`config.mk`:
```
export PLATFORM = sky130hd
export DESIGN_NAME = maxnet_controller
export DESIGN_NICKNAME = d
export VERILOG_FILES = /design/src/rtl/maxnet_controller.sv
export SDC_FILE = /design/constraint.sdc
export NUM_CORES = 1
export LEC_CHECK = 0
export BUFFER_PORTS_ARGS = -buffer_cell sky130_fd_sc_hd__buf_2
export CAP_MARGIN = 20
export CORE_UTILIZATION = 40
export DETAILED_ROUTE_END_ITERATION = 16
export PLACE_DENSITY = 0.69
export RECOVER_POWER = 100
export SLEW_MARGIN = 10
export SYNTH_ARGS = -nofsm -noshare
export SYNTH_HDL_FRONTEND = slang
export SYNTH_SLANG_ARGS = --single-unit
```
`constraint.sdc`:
```
create_clock -name clk -period 1.6 [get_ports clk]
set_input_delay 0.16 -clock clk [delete_from_list [all_inputs] [get_ports clk]]
set_output_delay 0.16 -clock clk [all_outputs]
set_load 0.005 [all_outputs]
```
`src/rtl/maxnet_controller.sv`:
```
// maxnet_controller: sequencing FSM that drives the Maxnet datapath load strobes and reports the outcome
module maxnet_controller #(
    parameter int PU_LAT   = 3,
    parameter int MAX_ITER = 63,
    parameter int ITER_W   = 6
) (
    input  logic              clk,
    input  logic              rst,
    input  logic              start,
    input  logic              ack,
    input  logic [3:0]        zeros,
    output logic              ldI,
    output logic              ldInit,
    output logic              ldA,
    output logic              busy,
    output logic              done,
    output logic              converged,
    output logic              tie,
    output logic              timeout,
    output logic [ITER_W-1:0] iter_count
);
    localparam int WW = PU_LAT > 1 ? $clog2(PU_LAT) : 1;
    localparam logic [WW-1:0] WLAST = WW'(PU_LAT > 0 ? PU_LAT - 1 : 0);
    localparam logic [ITER_W-1:0] ILAST = ITER_W'(MAX_ITER);
    typedef enum logic [2:0] {IDLE, LOADX, INIT, CHECK, WAIT, UPDATE, DONE} state_t;
    state_t state, state_n;
    logic [WW-1:0] wcnt;
    logic [2:0] n;
    logic at_limit;
    always_comb begin
        n = 3'($countones(~zeros));
        at_limit = iter_count == ILAST;
        state_n = state;
        case (state)
            IDLE:    state_n = start ? LOADX : IDLE;
            LOADX:   state_n = INIT;
            INIT:    state_n = CHECK;
            CHECK:   state_n = (n <= 3'd1 || at_limit) ? DONE : (PU_LAT == 0 ? UPDATE : WAIT);
            WAIT:    state_n = wcnt == WLAST ? UPDATE : WAIT;
            UPDATE:  state_n = CHECK;
            DONE:    state_n = ack ? IDLE : DONE;
            default: state_n = IDLE;
        endcase
    end
    assign ldI    = state == LOADX;
    assign ldInit = state == INIT;
    assign ldA    = state == UPDATE;
    assign busy   = state != IDLE;
    assign done   = state == DONE;
    always_ff @(posedge clk) begin
        if (rst) begin
            state      <= IDLE;
            wcnt       <= '0;
            iter_count <= '0;
            converged  <= 1'b0;
            tie        <= 1'b0;
            timeout    <= 1'b0;
        end else begin
            state <= state_n;
            wcnt  <= (state == WAIT && state_n == WAIT) ? wcnt + 1'b1 : '0;
            if (state == LOADX) begin
                iter_count <= '0;
                converged  <= 1'b0;
                tie        <= 1'b0;
                timeout    <= 1'b0;
            end
            if (state == UPDATE)
                iter_count <= iter_count + 1'b1;
            // single-winner outranks tie, which outranks the iteration limit
            if (state == CHECK) begin
                converged <= n == 3'd1;
                tie       <= n == 3'd0;
                timeout   <= n > 3'd1 && at_limit;
            end
        end
    end
endmodule

```
==> Word level (Yosys, flattened, before mapping) <==
Index checks and enable logic that the tools add are counted.
{ "op_classes": {"bitwise_logic": 2, "magnitude_cmp": 2, "mul": 0, "muxes": 11, "reduce_logical": 10, "n_div": 0, "addsub": 5, "eq_ne": 10, "n_shift": 0} }
{ "op_table": {"columns": ["operator", "n"], "rows": [
  ["case mux 3 bit (6 select lines)", 1],
  ["== test 3 bit, second input constant", 4],
  ["2-to-1 mux 6 bit", 2],
  ["adder 6 x 1 -> 6 bit, second input constant", 1],
  ["== test 3 x 1 -> 1 bit, second input constant", 2],
  ["== test 3 x 2 -> 1 bit, second input constant", 2],
  ["== test 6 bit, second input constant", 1],
  ["logical NOT 3 bit", 2],
  ["2-to-1 mux 1 bit", 6],
  ["adder 1 x 1 -> 2 bit", 2],
  ["NOT 4 bit", 1],
  ["nonzero test 2 bit", 2],
  ["OR reduction 2 bit", 2],
  ["adder 2 x 2 -> 3 bit", 1],
  ["> comparator 3 x 1 -> 1 bit, second input constant", 1],
  ["less-or-equal comparator 3 x 1 -> 1 bit, second input constant", 1],
  ["2-to-1 mux 3 bit", 1],
  ["nonzero test 3 bit", 1],
  ["adder 2 x 1 -> 2 bit, second input constant", 1],
  ["== test 2 bit, second input constant", 1],
  ["logical AND 1 bit", 2],
  ["2-to-1 mux 2 bit", 1],
  ["logical OR 1 bit", 1],
  ["NOT 1 bit", 1]
]} }
{ "totals": {"inputBits": 8, "mem_count": 0, "mem_bits_ro": 0, "latch_bits": 0, "regBits": 14, "ram_bits": 0} }

==> Logic depth before layout (Yosys ltp) <==
Gate-level depths: netlist of run 1.
{ "depth": {"depth_word": 11, "ltp_mapped": 8, "ltp_nobuf": 8} }

==> Worst setup path before layout of run 1 <==
No wires, ideal clock.
{ "synth_path": {"kind": "input-to-reg", "start": "input port zeros[0]", "end": "register converged", "n_path_buf": 0, "required_time_ps": 1530, "setup_slack_ps": -97, "cell_stages": 8, "arrival_ps": 1627, "path_cell_list": "fa_1 -> inv_1 -> ha_1 -> inv_1 -> ha_1 -> nor3b_1 -> nand4b_1 -> a21oi_1"} }
{ "synth_between": {"elab_chain_cells": 5} }
{ "synth_rtl": {"columns": ["item", "line_no", "text"], "rows": [
  ["start, declared", "11", "input logic [3:0] zeros,"],
  ["NOT 4 bit", "31", "n = 3'($countones(~zeros));"],
  ["adder 1 x 1 -> 2 bit (implied by the code)", "31", null],
  ["adder 2 x 2 -> 3 bit (implied by the code)", "31", null],
  ["== test 3 x 1 -> 1 bit", "71", "converged <= n == 3'd1;"],
  ["2-to-1 mux 1 bit", "70", "if (state == CHECK) begin"],
  ["end signal, assigned", "55", "converged <= 1'b0;"],
  ["end signal, assigned", "63", "converged <= 1'b0;"],
  ["end signal, assigned", "71", null],
  ["end, declared", "17", "output logic converged,"]
]} }
No other way between the ends.
A chain may end at the register's enable or synchronous reset.

==> Worst setup path in the final report of run 1 <==
Ends and elaborated chain as after synthesis.

==> results.md, run 1 <==
* Placed cells at 136
* Hold violation count in the final report at 0
* Post-synth top area cell: dfxtp_1
* Reg2reg start: iter_count[0]
* Max-Cap Viols at 0
* Worst Reg2Reg Path Length in Cells at 4
* Clock power frac at 0.289
* Asr flop ratio synth at 0
* Tcrit/Tclk final at 0.9327
* Number of port buffers at 21
* Final Max Tran Viols at 0
* Vias in the first global route at 597
* Fin nets at 130
* Antenna violations before repair at 0
* Clock transition at path regs at 0.08 ns
* Post-DRT Antenna Nets at 0
* CTS H-tree lvls at 1
* Yosys reg bits at 14
* CP Launch Type: input port
* # hold bufs at CTS at 0
* Post-synth EDFFs at 0
* CTS buffer count at 3
* Switching Share at 0.2684
* Area of the mapped netlist at 752.0 µm²
* CTS tree: built
* Pin count of the biggest net entering global routing at 18
* Worst-skew pair later-pin latency at 0.28 ns
* Post-Route Skew at 0.001863 ns
* Leak at 0.0003761 µW
* Fill cell count at 185
* Total Wirelength at 1493 µm
* Total gr overflow at 0
* RR Endpoint: iter_count[4]
* Root Driver: clkbuf_4
* Routed WL per cell at 10.74 µm
* CTS Sinks at 14
* Rel. slew slack at 0.7632
* Die footprint at 2058 µm²
* RD Place Congestion at 0.7688
* Status: finished, final reports clean
* Critical path capture point: converged
* Seq pwr share at 0.546
* Vias/cell at 4.906
* Part of the Yosys area used for sequential elements at 0.3727
* Pwr/cell area at 748.2 nW/µm²
* Final setup viols at 0
* DIE WIDTH at 45.36 µm
* Tightest Pin Transition at 0.3544 ns
* Final Util at 0.5226
* RSZ-0062 raised after global routing: no
* Area Growth Syn to Fin at 21.30%
* Min Hold Slack at 0.1687 ns
* Critical path peak fanout at 2
* Setup crit end kind: flop
* Worst vdd ir at 0.4690 mV
* Final period demand of the worst path at 1.492 ns
* Ranking of synthesized cells by area: dfxtp_1, ha_1, a21oi_1
* Internal Power at 499.3 µW
* Share of post-route cells with drive strength above 1 at 0.2193
* Pre-antenna DRT Iters at 4
* Post-synthesis area per instance at 8.263 µm²
* Cell with the most instances after synthesis: dfxtp_1
* Number of remaining DRC errors at 0
* Io pins at 22
* Postcts setup bufs at 0
* Synth Instances at 91
* R2R Setup Slk at 0.28 ns
* Row cnt at 15
* Switching pwr at 183.2 µW
* Synth top area share at 0.3727
* Yosys warns at 0
* Top_reg_cell synth: dfxtp_1
* Clk buf depth at 2
* Ant diodes at 0
* Worst Hold Class: input port to flop
* Die Span Y at 45.36 µm
* Starting Density at 0.4308
* DP Wirelength at 1102 µm
* Yosys cell types at 28
* CP Data Arrival Time at 1.70 ns
* Global-route wire length before repair at 2559 µm
* Fmax at 0.6701 GHz
* Crit path kind: input port to flop
* Via count at 682
* Worst setup path startpoint: zeros[0]
* Number of gates resized after CTS at 0
* DRT iter0 DRCs at 2
* Data required time of the worst path at 1.81 ns
* Mapped Nets at 105
* Non-filler instance count after layout at 139
* Core Box Area at 1745 µm²
* Comb power frac at 0.165
* Post-synth top cells: dfxtp_1, a21oi_1, nand2_1
* Overall Global Routing Usage at 0.1678
[layer usage]
layer  part of all wire  vias to the layer above  track usage
met2               0.46                       16       0.2754
li1                   -                      360            -
met4                  0                        0      0.01818
met3              0.059                        0      0.06000
met5                  0                        -            0
met1               0.48                      306       0.2176
[registers in the layout, indices dropped and copies added, names as in the netlist]
signal      count
iter_count      6
wcnt            2
converged       1
state           3
timeout         1
tie             1
[how the worst min path moves through the flow]
stage               startpoint            end  slack (ns)  cells after the start
floorplan                  ack       state[2]        0.36                      3
global placement       wcnt[0]        wcnt[0]        0.40                      1
detailed placement     wcnt[0]        wcnt[0]        0.41                      1
CTS                        rst  iter_count[0]        0.17                      2
global route               rst       state[1]        0.17                      2
finish                     rst       state[1]        0.17                      2
[placed cells by master (no fill, tap or decap)]
cell type / instances
inv_1: 5
and4_1: 1
nand4_1: 1
nor3b_1: 2
a22oi_1: 1
clkbuf_2: 2
nor3b_2: 1
dfxtp_2: 1
a32oi_1: 1
or3_1: 5
o21bai_1: 1
a21oi_1: 10
a211oi_1: 1
ha_2: 1
or2_2: 1
nand3b_1: 3
nor2_1: 9
nor4_1: 1
o21ai_0: 5
nor4bb_1: 1
and2_1: 1
clkbuf_4: 4
buf_4: 2
fa_1: 1
clkbuf_1: 6
ha_1: 4
nand2_1: 10
or2b_1: 2
nor2b_1: 2
nand4b_1: 1
dfxtp_1: 13
xor2_1: 1
buf_2: 13
nand3_1: 1
[final cells by class]
cell class | instances | area [µm²] | share of cell area
clock buffer | 3 | 22.52 | 0.02469
inverter | 5 | 18.77 | 0.02058
multi-input combinational | 68 | 437.9 | 0.4801
sequential | 14 | 281.5 | 0.3086
tap | 25 | 31.28 | 0.03429
timing repair buffer | 24 | 120.1 | 0.1317
[critical path, stage by stage]
cell and delay, ns:
clkbuf_1 0.09, fa_1 0.47, inv_1 0.07, ha_2 0.17, inv_1 0.04, ha_1 0.28
nor3b_2 0.19, nand4b_1 0.11, a21oi_1 0.12
[kinds of logic (layout without fill, tap and decap cells)]
group	after synthesis	count (layout)	share of synthesized area
xor gates and xnor gates	1	1	0.01165
AOI/OAI and AO/OA	19	19	0.1414
DFF	14	14	0.3727
buffers and inverters	9	32	0.05491
adders and majority gates	6	6	0.1098
and+or+nand+nor	42	42	0.3095
[per-stage QoR]
| stage | setup TNS, ns | power, µW | setup slack (ns) | area, µm² |
|---|---|---|---|---|
| after floorplan | 0 | 454.6 | 0.01101 | 759.5 |
| after global placement | -0.3797 | 490.3 | -0.1337 | 895.9 |
| after detailed placement | -0.5176 | 493.3 | -0.1901 | 895.9 |
| after CTS | 0 | 689.3 | 0.05205 | 918.4 |
| after global routing | 0 | 716.7 | 0.02304 | 912.1 |
| final | 0 | 682.5 | 0.1078 | 912.1 |
[power by group through the flow]
stage	clock network, µW	registers [µW]	logic [µW]
floorplan	0	371	83.2
global placement	0	380	110
detailed placement	0	380	113
CTS	203	372	114
global route	214	375	127
finish	198	373	112
(Power assumes the default switching activity.)
==> inputs of run 2 (changes only) <==
- CORE_MARGIN: unset -> 10
- PLACE_DENSITY: 0.69 -> 0.77
==> run 2 against run 1 <==
  * Design area fell by 1.1%
  * Cell count fell by 0.72%
  * Worst setup slack worse by 0.027 ns
  * Core utilization fell by 1.1 points
  * Count of clock-buffer cells in the layout unchanged
  * Register-to-register slack barely moved
  * Total power decreased by 0.88%
  * Sequential power barely moved
  * Largest power group unchanged
==> results.md, run 2 (synthesis gave the netlist of run 1 again) <==
* Status: finished, final reports clean
* DP Wirelength at 1419 µm (+29%)
* Worst Hold Class: input port to flop
* Number of port buffers at 21 (unchanged)
* CP Data Arrival Time at 1.73 ns (+0.03 ns)
* Fin nets at 129 (-0.77%)
* Non-filler instance count after layout at 138 (-0.72%)
* Leak at 0.0003614 µW (-3.9%)
* Share of post-route cells with drive strength above 1 at 0.1947 (-0.02461)
* Crit path kind: input port to flop
* Worst vdd ir at 0.3470 mV (-26%)
* Setup crit end kind: flop
* Data required time of the worst path at 1.81 ns (about the same)
* Total gr overflow at 0 (unchanged)
* Tightest Pin Transition at 0.4608 ns (+0.1064 ns)
* Root Driver: clkbuf_4
* Overall Global Routing Usage at 0.09396 (-0.07381)
* Via count at 729 (+6.9%)
* Routed WL per cell at 12.93 µm (+20%)
* RSZ-0062 raised after global routing: yes
* Hold violation count in the final report at 0 (unchanged)
* Global-route wire length before repair at 3125 µm (+22%)
* Final setup viols at 0 (unchanged)
* Total power at 676.4 µW (-0.88%)
* Fmax at 0.6582 GHz (-1.8%)
* DRT iter0 DRCs at 19 (+17)
* CTS tree: built
* Worst-skew pair later-pin latency at 0.27 ns (about the same)
* Placed cells at 135 (-0.74%)
* # hold bufs at CTS at 0 (unchanged)
* Io pins at 22 (unchanged)
* CTS H-tree lvls at 1 (unchanged)
* Top reg by flops: iter_count
* Die footprint at 4014 µm² (+95%)
* Vias/cell at 5.283 (+7.7%)
* Top Registers: iter_count: 6 flops, state: 3 flops, wcnt: 2 flops
* Pin count of the biggest net entering global routing at 18 (unchanged)
* Area Growth Syn to Fin at 19.97%
* Antenna violations before repair at 0 (unchanged)
* Pre-antenna DRT Iters at 4 (unchanged)
* CP Launch Type: input port
* Vias in the first global route at 737 (+23%)
* Most common cell after layout, fill and taps aside: dfxtp_1
* Core Box Area at 1764 µm² (+1.1%)
* Total Wirelength at 1785 µm (+20%)
* Post-DRT Antenna Nets at 0 (unchanged)
* Post-Route Skew at 0.001961 ns (+0.00009859 ns)
* CTS Sinks at 14 (unchanged)
* Rel. slew slack at 0.6924 (-0.07085)
* Setup tns final at 0 ns (unchanged)
* Starting Density at 0.4262 (-0.004583)
* Number of remaining DRC errors at 0 (unchanged)
* Clock transition at path regs at 0.08 ns (about the same)
* Final Max Tran Viols at 0 (unchanged)
* Largest register FFs at 6 (unchanged)
* Row cnt at 15 (unchanged)
* DIE WIDTH at 63.36 µm (+40%)
* Ant diodes at 0 (unchanged)
* Dpl cell area at 888.4 µm² (-0.84%)
* Multi-input logic area at 437.9 µm² (unchanged)
* Max-Cap Viols at 0 (unchanged)
* Most frequent cells in the layout: dfxtp_1, buf_2, nand2_1, a21oi_1, nor2_1
* Die Span Y at 63.36 µm (+40%)
* RD Place Congestion at 0.7525 (-2.1%)
* Tcrit/Tclk final at 0.9496 (+0.01692)
* FF/Latch Area at 281.5 µm² (unchanged)
* Pwr/cell area at 749.8 nW/µm² (+0.22%)
* Post-Layout Inst Area at 902.1 µm² (-1.1%)
* CTS buffer count at 3 (unchanged)
* Final period demand of the worst path at 1.519 ns (+0.02707 ns)
* Fill cell count at 196 (+5.9%)
* Critical path peak fanout at 2 (unchanged)
* Final Util at 0.5113 (-0.01123)
* Clk buf depth at 2 (unchanged)
-- run 2: worst max-delay path: stages --
cell and delay (ns):
buf_2 0.11, fa_1 0.46, inv_1 0.06, ha_2 0.16, inv_1 0.04, ha_1 0.19, nor4bb_1 0.29, a32oi_1 0.16
nor2_1 0.10
-- run 2: path summary, 6_finish.rpt --
path / from / to / slack (ns) / depth (start not counted)
min reg2reg: wcnt[0] / wcnt[0] / 0.41 / 1
max reg2reg: iter_count[0] / iter_count[4] / 0.28 / 4
max: zeros[0] / timeout / 0.08 / 9
min: rst / converged / 0.18 / 2
-- run 2: per-stage QoR --
stage,hold slack (ns),setup slack (ns)
finish,0.1783,0.08068
global route,0.1841,-0.01259
CTS,0.1670,0.07352
detailed placement,0.4066,-0.2136
global placement,0.4000,-0.1576
floorplan,0.3621,0.01101
-- run 2: cell type report --
type,instances,share of cell area
clock buffers,3,0.02497
flip-flops and latches,14,0.3121
inverters,5,0.02080
repair buffers,23,0.1221
well taps,25,0.03467
multi-input cells,68,0.4854
-- run 2: what timing repair did --
action	in CTS	in global routing
hold endpoints to repair	0	0
resized for setup	0	1
buffers inserted	0	0
endpoints found under the setup margin	0	3
-- run 2: routing by layer --
layer  up-vias  global-route usage  routed length [µm]
li1        364                   -                   -
met1       347             0.09810                 769
met2        18              0.1583                 921
met3         0             0.02297                  94
met4         0             0.07104                   0
met5         -                   0                   0
-- run 2: power by group --
| group | internal (µW) | switching (µW) | leakage (µW) |
|---|---|---|---|
| Combinational | 55.8 | 54.5 | 0.000234 |
| Clock | 87.1 | 104 | 0.0000138 |
| Sequential | 356 | 19.1 | 0.000114 |
